`src/rtl/reg_file_wb_arbiter.sv`:
```
// reg_file_wb_arbiter: round-robin arbiter for the reg_file write port, with a load scoreboard and a decode stall.
// Ports:
//   clk, rst                  clock and synchronous active-low reset
//   alu_valid/ready/addr/data ALU writeback requester
//   ld_valid/ready/addr/data  load-return writeback requester
//   rsv_valid, rsv_addr       reserve a destination register for an issued load
//   rs1_addr, rs2_addr        decode-stage sources checked for hazards
//   stall_o                   decode hold on a read-after-write hazard
//   RegWrite/WriteAddr/WriteData  registered reg_file write port
//   pending                   scoreboard, bit i set while a load to xi is outstanding
module reg_file_wb_arbiter #(
   parameter int DATA_W = 32,
   parameter int ADDR_W = 5,
   parameter int NREGS  = 32
) (
   input  logic              clk,
   input  logic              rst,
   input  logic              alu_valid,
   output logic              alu_ready,
   input  logic [ADDR_W-1:0] alu_addr,
   input  logic [DATA_W-1:0] alu_data,
   input  logic              ld_valid,
   output logic              ld_ready,
   input  logic [ADDR_W-1:0] ld_addr,
   input  logic [DATA_W-1:0] ld_data,
   input  logic              rsv_valid,
   input  logic [ADDR_W-1:0] rsv_addr,
   input  logic [ADDR_W-1:0] rs1_addr,
   input  logic [ADDR_W-1:0] rs2_addr,
   output logic              stall_o,
   output logic              RegWrite,
   output logic [ADDR_W-1:0] WriteAddr,
   output logic [DATA_W-1:0] WriteData,
   output logic [NREGS-1:0]  pending
);
   logic              ptr_q, ptr_d;
   logic              wr_q, wr_d;
   logic [ADDR_W-1:0] waddr_q, waddr_d;
   logic [DATA_W-1:0] wdata_q, wdata_d;
   logic [NREGS-1:0]  pend_q, pend_d;
   logic              alu_elig, alu_gnt, ld_gnt, haz1, haz2;
   // ptr_q=1 favours the load path; an ALU write to a register with an outstanding load is held back (WAW)
   assign alu_elig  = alu_valid && !pend_q[alu_addr];
   assign ld_gnt    = ld_valid && (!alu_elig || ptr_q);
   assign alu_gnt   = alu_elig && (!ld_valid || !ptr_q);
   // no handshake may complete while reset is asserted
   assign alu_ready = alu_gnt && rst;
   assign ld_ready  = ld_gnt && rst;
   always_comb begin
      ptr_d   = (alu_gnt || ld_gnt) ? alu_gnt : ptr_q;
      wr_d    = (alu_gnt && alu_addr != '0) || (ld_gnt && ld_addr != '0);
      waddr_d = !wr_d ? waddr_q : ld_gnt ? ld_addr : alu_addr;
      wdata_d = !wr_d ? wdata_q : ld_gnt ? ld_data : alu_data;
      pend_d  = pend_q;
      if (ld_gnt) pend_d[ld_addr] = 1'b0;
      if (rsv_valid) pend_d[rsv_addr] = 1'b1;
      pend_d[0] = 1'b0;
   end
   always_ff @(posedge clk) begin
      if (!rst) begin
         ptr_q   <= 1'b1;
         wr_q    <= 1'b0;
         waddr_q <= '0;
         wdata_q <= '0;
         pend_q  <= '0;
      end else begin
         ptr_q   <= ptr_d;
         wr_q    <= wr_d;
         waddr_q <= waddr_d;
         wdata_q <= wdata_d;
         pend_q  <= pend_d;
      end
   end
   // a source is hazardous while its load is outstanding or its write sits in the output stage
   assign haz1      = rs1_addr != '0 && (pend_q[rs1_addr] || (wr_q && waddr_q == rs1_addr));
   assign haz2      = rs2_addr != '0 && (pend_q[rs2_addr] || (wr_q && waddr_q == rs2_addr));
   assign stall_o   = haz1 || haz2;
   assign RegWrite  = wr_q;
   assign WriteAddr = waddr_q;
   assign WriteData = wdata_q;
   assign pending   = pend_q;
endmodule

```
`config.mk`:
```
export PLATFORM = sky130hd
export DESIGN_NAME = reg_file_wb_arbiter
export DESIGN_NICKNAME = d
export VERILOG_FILES = /design/src/rtl/reg_file_wb_arbiter.sv
export SDC_FILE = /design/constraint.sdc
export NUM_CORES = 1
export LEC_CHECK = 0
export CORE_UTILIZATION = 30
export DETAILED_ROUTE_END_ITERATION = 10
export GPL_TIMING_DRIVEN = 0
export PLACE_DENSITY = 0.7
export SYNTH_ARGS = -nofsm -noshare
export SYNTH_HDL_FRONTEND = slang
export SYNTH_SLANG_ARGS = --single-unit
```
`constraint.sdc`:
```
create_clock -name clk -period 3.6 [get_ports clk]
set_clock_uncertainty 0.05 [all_clocks]
set_input_delay 0.72 -clock clk [delete_from_list [all_inputs] [get_ports clk]]
set_output_delay 0.72 -clock clk [all_outputs]
set_load 0.02 [all_outputs]
```
Word level (Yosys, flattened, before mapping)
Cells that the tools add are included.
- register bits: 71
- output and inout port bits: 73
- logic and storage cells: 60
- magnitude comparators: 7
- eq/ne operators: 2
- multiplexer cells: 14
- bitwise gates (word level): 3
- reductions and logical operators: 28
- operators by type and width (operator ; count):
    $mux W32 ; 3
    $and A32 B32 Y32 ; 1
    $not A32 Y32 ; 1
    $or A32 B32 Y32 ; 1
    $lt A5 B6 Y1 const B ; 5
    $reduce_bool A5 Y1 ; 4
    $bmux W1 S5 ; 3
    $logic_and A1 B1 Y1 ; 13
    $demux W1 S5 ; 2
    $eq A5 B5 Y1 ; 2
    $ge A5 B1 Y1 const B ; 2
    $logic_or A1 B1 Y1 ; 7
    $mux W1 ; 5
    $mux W5 ; 1
    $logic_not A1 Y1 ; 4

Longest topological paths before layout
Gate-level depths: netlist of run 1.
- word-level depth: 10
- depth in mapped cells: 10
- mapped depth without buffers: 6

Worst setup path after synthesis of run 1
OpenSTA, ideal clock, no wires.
- kind: input port to output port
- start: input port rs2_addr[0]
- end: output port stall_o
- arrival time: 2.663 ns
- required time: 2.830 ns
- slack: 0.167 ns
- stages: 6
- path through: buf_1 mux4_2 mux4_2 o21a_1 nor2_1 o221ai_1
- longest elaborated chain between the ends: 5
- elaborated cells between the ends (all ways): 8
- RTL lines (element ; line ; text):
    start, declared ; 29 ; input logic [ADDR_W-1:0] rs2_addr,
    $bmux W1 S5 or $eq A5 B5 Y1 (tied branches) ; 76 ; assign haz2 = rs2_addr != '0 && (pend_q[rs2_addr] || (wr_q && waddr_q == rs2_addr));
    $mux W1 (implied by the code) or $logic_and A1 B1 Y1 (tied branches) ; 76 ;
    $logic_or A1 B1 Y1 ; 76 ;
    $logic_and A1 B1 Y1 * ; 76 ;
    $logic_or A1 B1 Y1 * ; 77 ; assign stall_o = haz1 || haz2;
    end, declared ; 30 ; output logic stall_o,
Mark *: on every way between the ends. The rest lies on a longest branch, timed or not. The select of a mux whose other input is x is not followed.

Final worst setup path of run 1
- start: input port alu_addr[0]
- end: output port alu_ready
- longest elaborated chain between the ends: 6
- RTL lines (element ; line ; text):
    start, declared ; 20 ; input logic [ADDR_W-1:0] alu_addr,
    $bmux W1 S5 ; 43 ; assign alu_elig = alu_valid && !pend_q[alu_addr];
    $mux W1 (implied by the code) ; 43 ;
    $logic_not A1 Y1 ; 43 ;
    $logic_and A1 B1 Y1 ; 43 ;
    $logic_and A1 B1 Y1 ; 45 ; assign alu_gnt = alu_elig && (!ld_valid || !ptr_q);
    $logic_and A1 B1 Y1 ; 47 ; assign alu_ready = alu_gnt && rst;
    end, declared ; 19 ; output logic alu_ready,
No other way between the ends. The select of a mux whose other input is x is not followed.

==> flow_summary.ini, run 1 <==
[timing]
worst_slack_ns = 0.0905
setup_viol = 0
rsz0062_at_grt = false
slew_violations = 0
period_share_pct = 97.5
min_period_ns = 3.51
hold_viol = 0
tightest_slew_ns = 0.902
tns_ns = 0
clock.fmax_mhz = 285
relSlewSlack_pct = 39.7

[setup_path]
critPathTopFamily = buffers and inverters
cp_max_fo = 10
worst-path-buf-inv = 5
startpoint_type = input pin
path_cells = buf_2 -> buf_8 -> mux4_2 -> a21boi_2 -> nand4_4 -> a221oi_4 -> buf_6 -> buf_6 -> and2_1 -> buf_4
critPathMaxStageDelay_ns = 0.51
worstPathRequired_ns = 2.83
critPathSlowestCell = mux4_2
arrival_ns = 2.74
worstSetupPathType = input pin to primary output
end_kind = primary output
crit_path_frequent_cell = buf_6

[flow_run]
maxCapViolations = 0

[synth]
syn_area_per_cell_um2 = 9.28
synth_seq_area_share_pct = 31.1
yosysMostFrequentCell = dfxtp_1
synthArstFlopShare_pct = 0
ys_warn_count = 0
synth_edf_count = 0
ys_types = 52
netlist_area_um2 = 4500
synth_common_cells = dfxtp_1, a311oi_1, o21ai_0, nand3_1, clkbuf_1
synth.area.top_cells = dfxtp_1, mux4_2, a311oi_1
netlist.area_leader.share_pct = 31.1
synth_nets = 579
synth_top_area_cell = dfxtp_1
netlist_instances = 485
ys_ff_latch = 70
synthFlopType = dfxtp_1

[min_path]
holdCritPathClass = flop to flop

[finish]
nets = 754
multiInputGateArea_um2 = 2790
utilization_pct = 45.7
drive_above_1_share_pct = 13.7
n_antenna_cell = 0
final_area_um2 = 6670
fillerInstances = 1397
register_area_um2 = 1400
area_growth_pct = 48.1

[routing]
vias = 5223
totalWireLength_mm = 18.4
first_iter_violations = 452
wl_per_cell_um = 21.7
antenna_left = 0
via_per_inst = 6.17
dr.pass1.iters = 5
drcViolationCount = 0

[clocking]
clock-root-buffer = clkbuf_16
ctsHoldBuffers = 0
numCtsBuffers = 9
insertion_delay_ns = 0.33
cts-htree-levels = 3
clkTransAtPathRegs_ns = 0.06
clock-sinks = 70
clk_path_buf_depth = 2
cts_tree = done

[global_routing]
antenna_found_initial = 0
grt_pass1_vias = 5202
gr-total-overflow = 0
grt_max_degree = 11
gr-usage-all-layers_pct = 23.6
grt_pass1_wl_mm = 28.7

[die]
die_w_um = 125
row_count = 44
ios = 167
die-area_um2 = 15500
floorplan.core_area_um2 = 14600
die_h_um = 125
start_util_pct = 30.9

[placement]
dp_slack_ns = -1.07
dp_hpwl_mm = 13.6
placed_area_um2 = 6280
portBuffers = 155
gp_congestion = 0.901

[power_and_ir_drop]
p_per_area_nw_per_um2 = 345
p_leak_nw = 2.23
max-vdd-ir-drop_uv = 228

[run_status]
status = completed
-- cells by family (layout without fill, tap and decap cells) --
logic type | count (synthesis) | count (layout) | synth area share [%]
AO/OA/AOI/OAI | 175 | 175 | 29.4
XOR/XNOR | 10 | 10 | 1.95
buffers and inverters | 70 | 248 | 7.78
flip-flops | 70 | 70 | 31.1
multiplexers | 32 | 32 | 14.2
other | 1 | 1 | 0.0833
AND/OR/NAND/NOR | 127 | 127 | 15.5
-- final timing paths --
path,start,cells past startpoint,end,slack [ns]
worst min-delay path,ptr_q,2,ptr_q,0.53
worst max-delay path,alu_addr[0],10,alu_ready,0.09
worst max register to register,pending[3],9,pending[23],0.71
worst min register to register,ptr_q,2,ptr_q,0.53
-- layer usage --
| metal | vias up | track usage [%] | part of all wire, % |
|---|---|---|---|
| met3 | 56 | 4.34 | 8.1 |
| met5 | - | 0 | 0 |
| met2 | 301 | 37.0 | 47 |
| met4 | 0 | 12.4 | 4.2 |
| met1 | 2537 | 30.6 | 41 |
| li1 | 2329 | - | - |
-- worst reg2reg max path, stage by stage (launching register included) --
cell and delay, ns:
dfxtp_1 0.49, mux2i_1 0.14, mux4_2 0.49, a22oi_2 0.22, buf_4 0.16, a21oi_4 0.05, buf_4 0.16, buf_4 0.17
nor3_2 0.60, a311oi_1 0.19
-- area by class of cell --
class                           count  area share, %
Multi-Input combinational cell    345           41.8
Timing Repair Buffer              164           24.0
Sequential cell                    70           21.0
Buffer                             66           5.74
Clock buffer                       12           3.70
Tap cell                          184           3.45
Inverter                            4          0.225
Clock inverter                      2          0.150
-- cell usage in the layout, fill, tap and decap left out, types with 6 or more instances in the layout --
cell type,n
buf_6,9
xor2_1,8
clkbuf_16,9
clkdlybuf4s50_1,149
buf_4,16
clkbuf_1,38
a32o_1,15
nand2_1,22
a21oi_1,19
nor3_1,6
a311oi_1,44
nand3_1,41
or4_1,6
nor2_1,12
nand4_1,8
buf_2,11
o21ai_0,42
dfxtp_1,70
nor3b_1,6
mux4_2,25
a221oi_1,37
-- registers in the layout, summed over array words and instances (netlist names) --
| signal | cells |
|---|---|
| WriteData | 32 |
| pending | 31 |
| WriteAddr | 5 |
| RegWrite | 1 |
| ptr_q | 1 |
-- repair_timing --
item / 4_1_cts / 5_1_grt
pin swaps: 3 / 3
gates cloned: 1 / 0
resized for setup: 38 / 7
endpoints found under the setup margin: 3 / 3
buffers inserted: 6 / 2
-- stage by stage --
| step | power, mW | hold WS [ns] | cells |
|---|---|---|---|
| after global placement | 1.49 | 0.435 | 824 |
| final | 2.30 | 0.532 | 847 |
| after detailed placement | 1.50 | 0.450 | 824 |
| after CTS | 2.31 | 0.509 | 845 |
| after global routing | 2.39 | 0.573 | 847 |
| after floorplan | 1.20 | 0.422 | 485 |
-- power by group --
part | switching, mW | internal (mW)
Sequential | 0.0508 | 0.828
Combinational | 0.319 | 0.310
Clock | 0.320 | 0.475
Power figures use the tool's default switching activity.
==> run 2: changes to the inputs <==
--- a/config.mk
+++ b/config.mk
@@ -5,6 +5,7 @@
 export SDC_FILE = /design/constraint.sdc
 export NUM_CORES = 1
 export LEC_CHECK = 0
+export ABC_CLOCK_PERIOD_IN_PS = 3600
 export CORE_UTILIZATION = 30
 export DETAILED_ROUTE_END_ITERATION = 10
 export GPL_TIMING_DRIVEN = 0
==> results of run 2 <==
No change in the layout: final DEF, timing and power equal those of run 1.
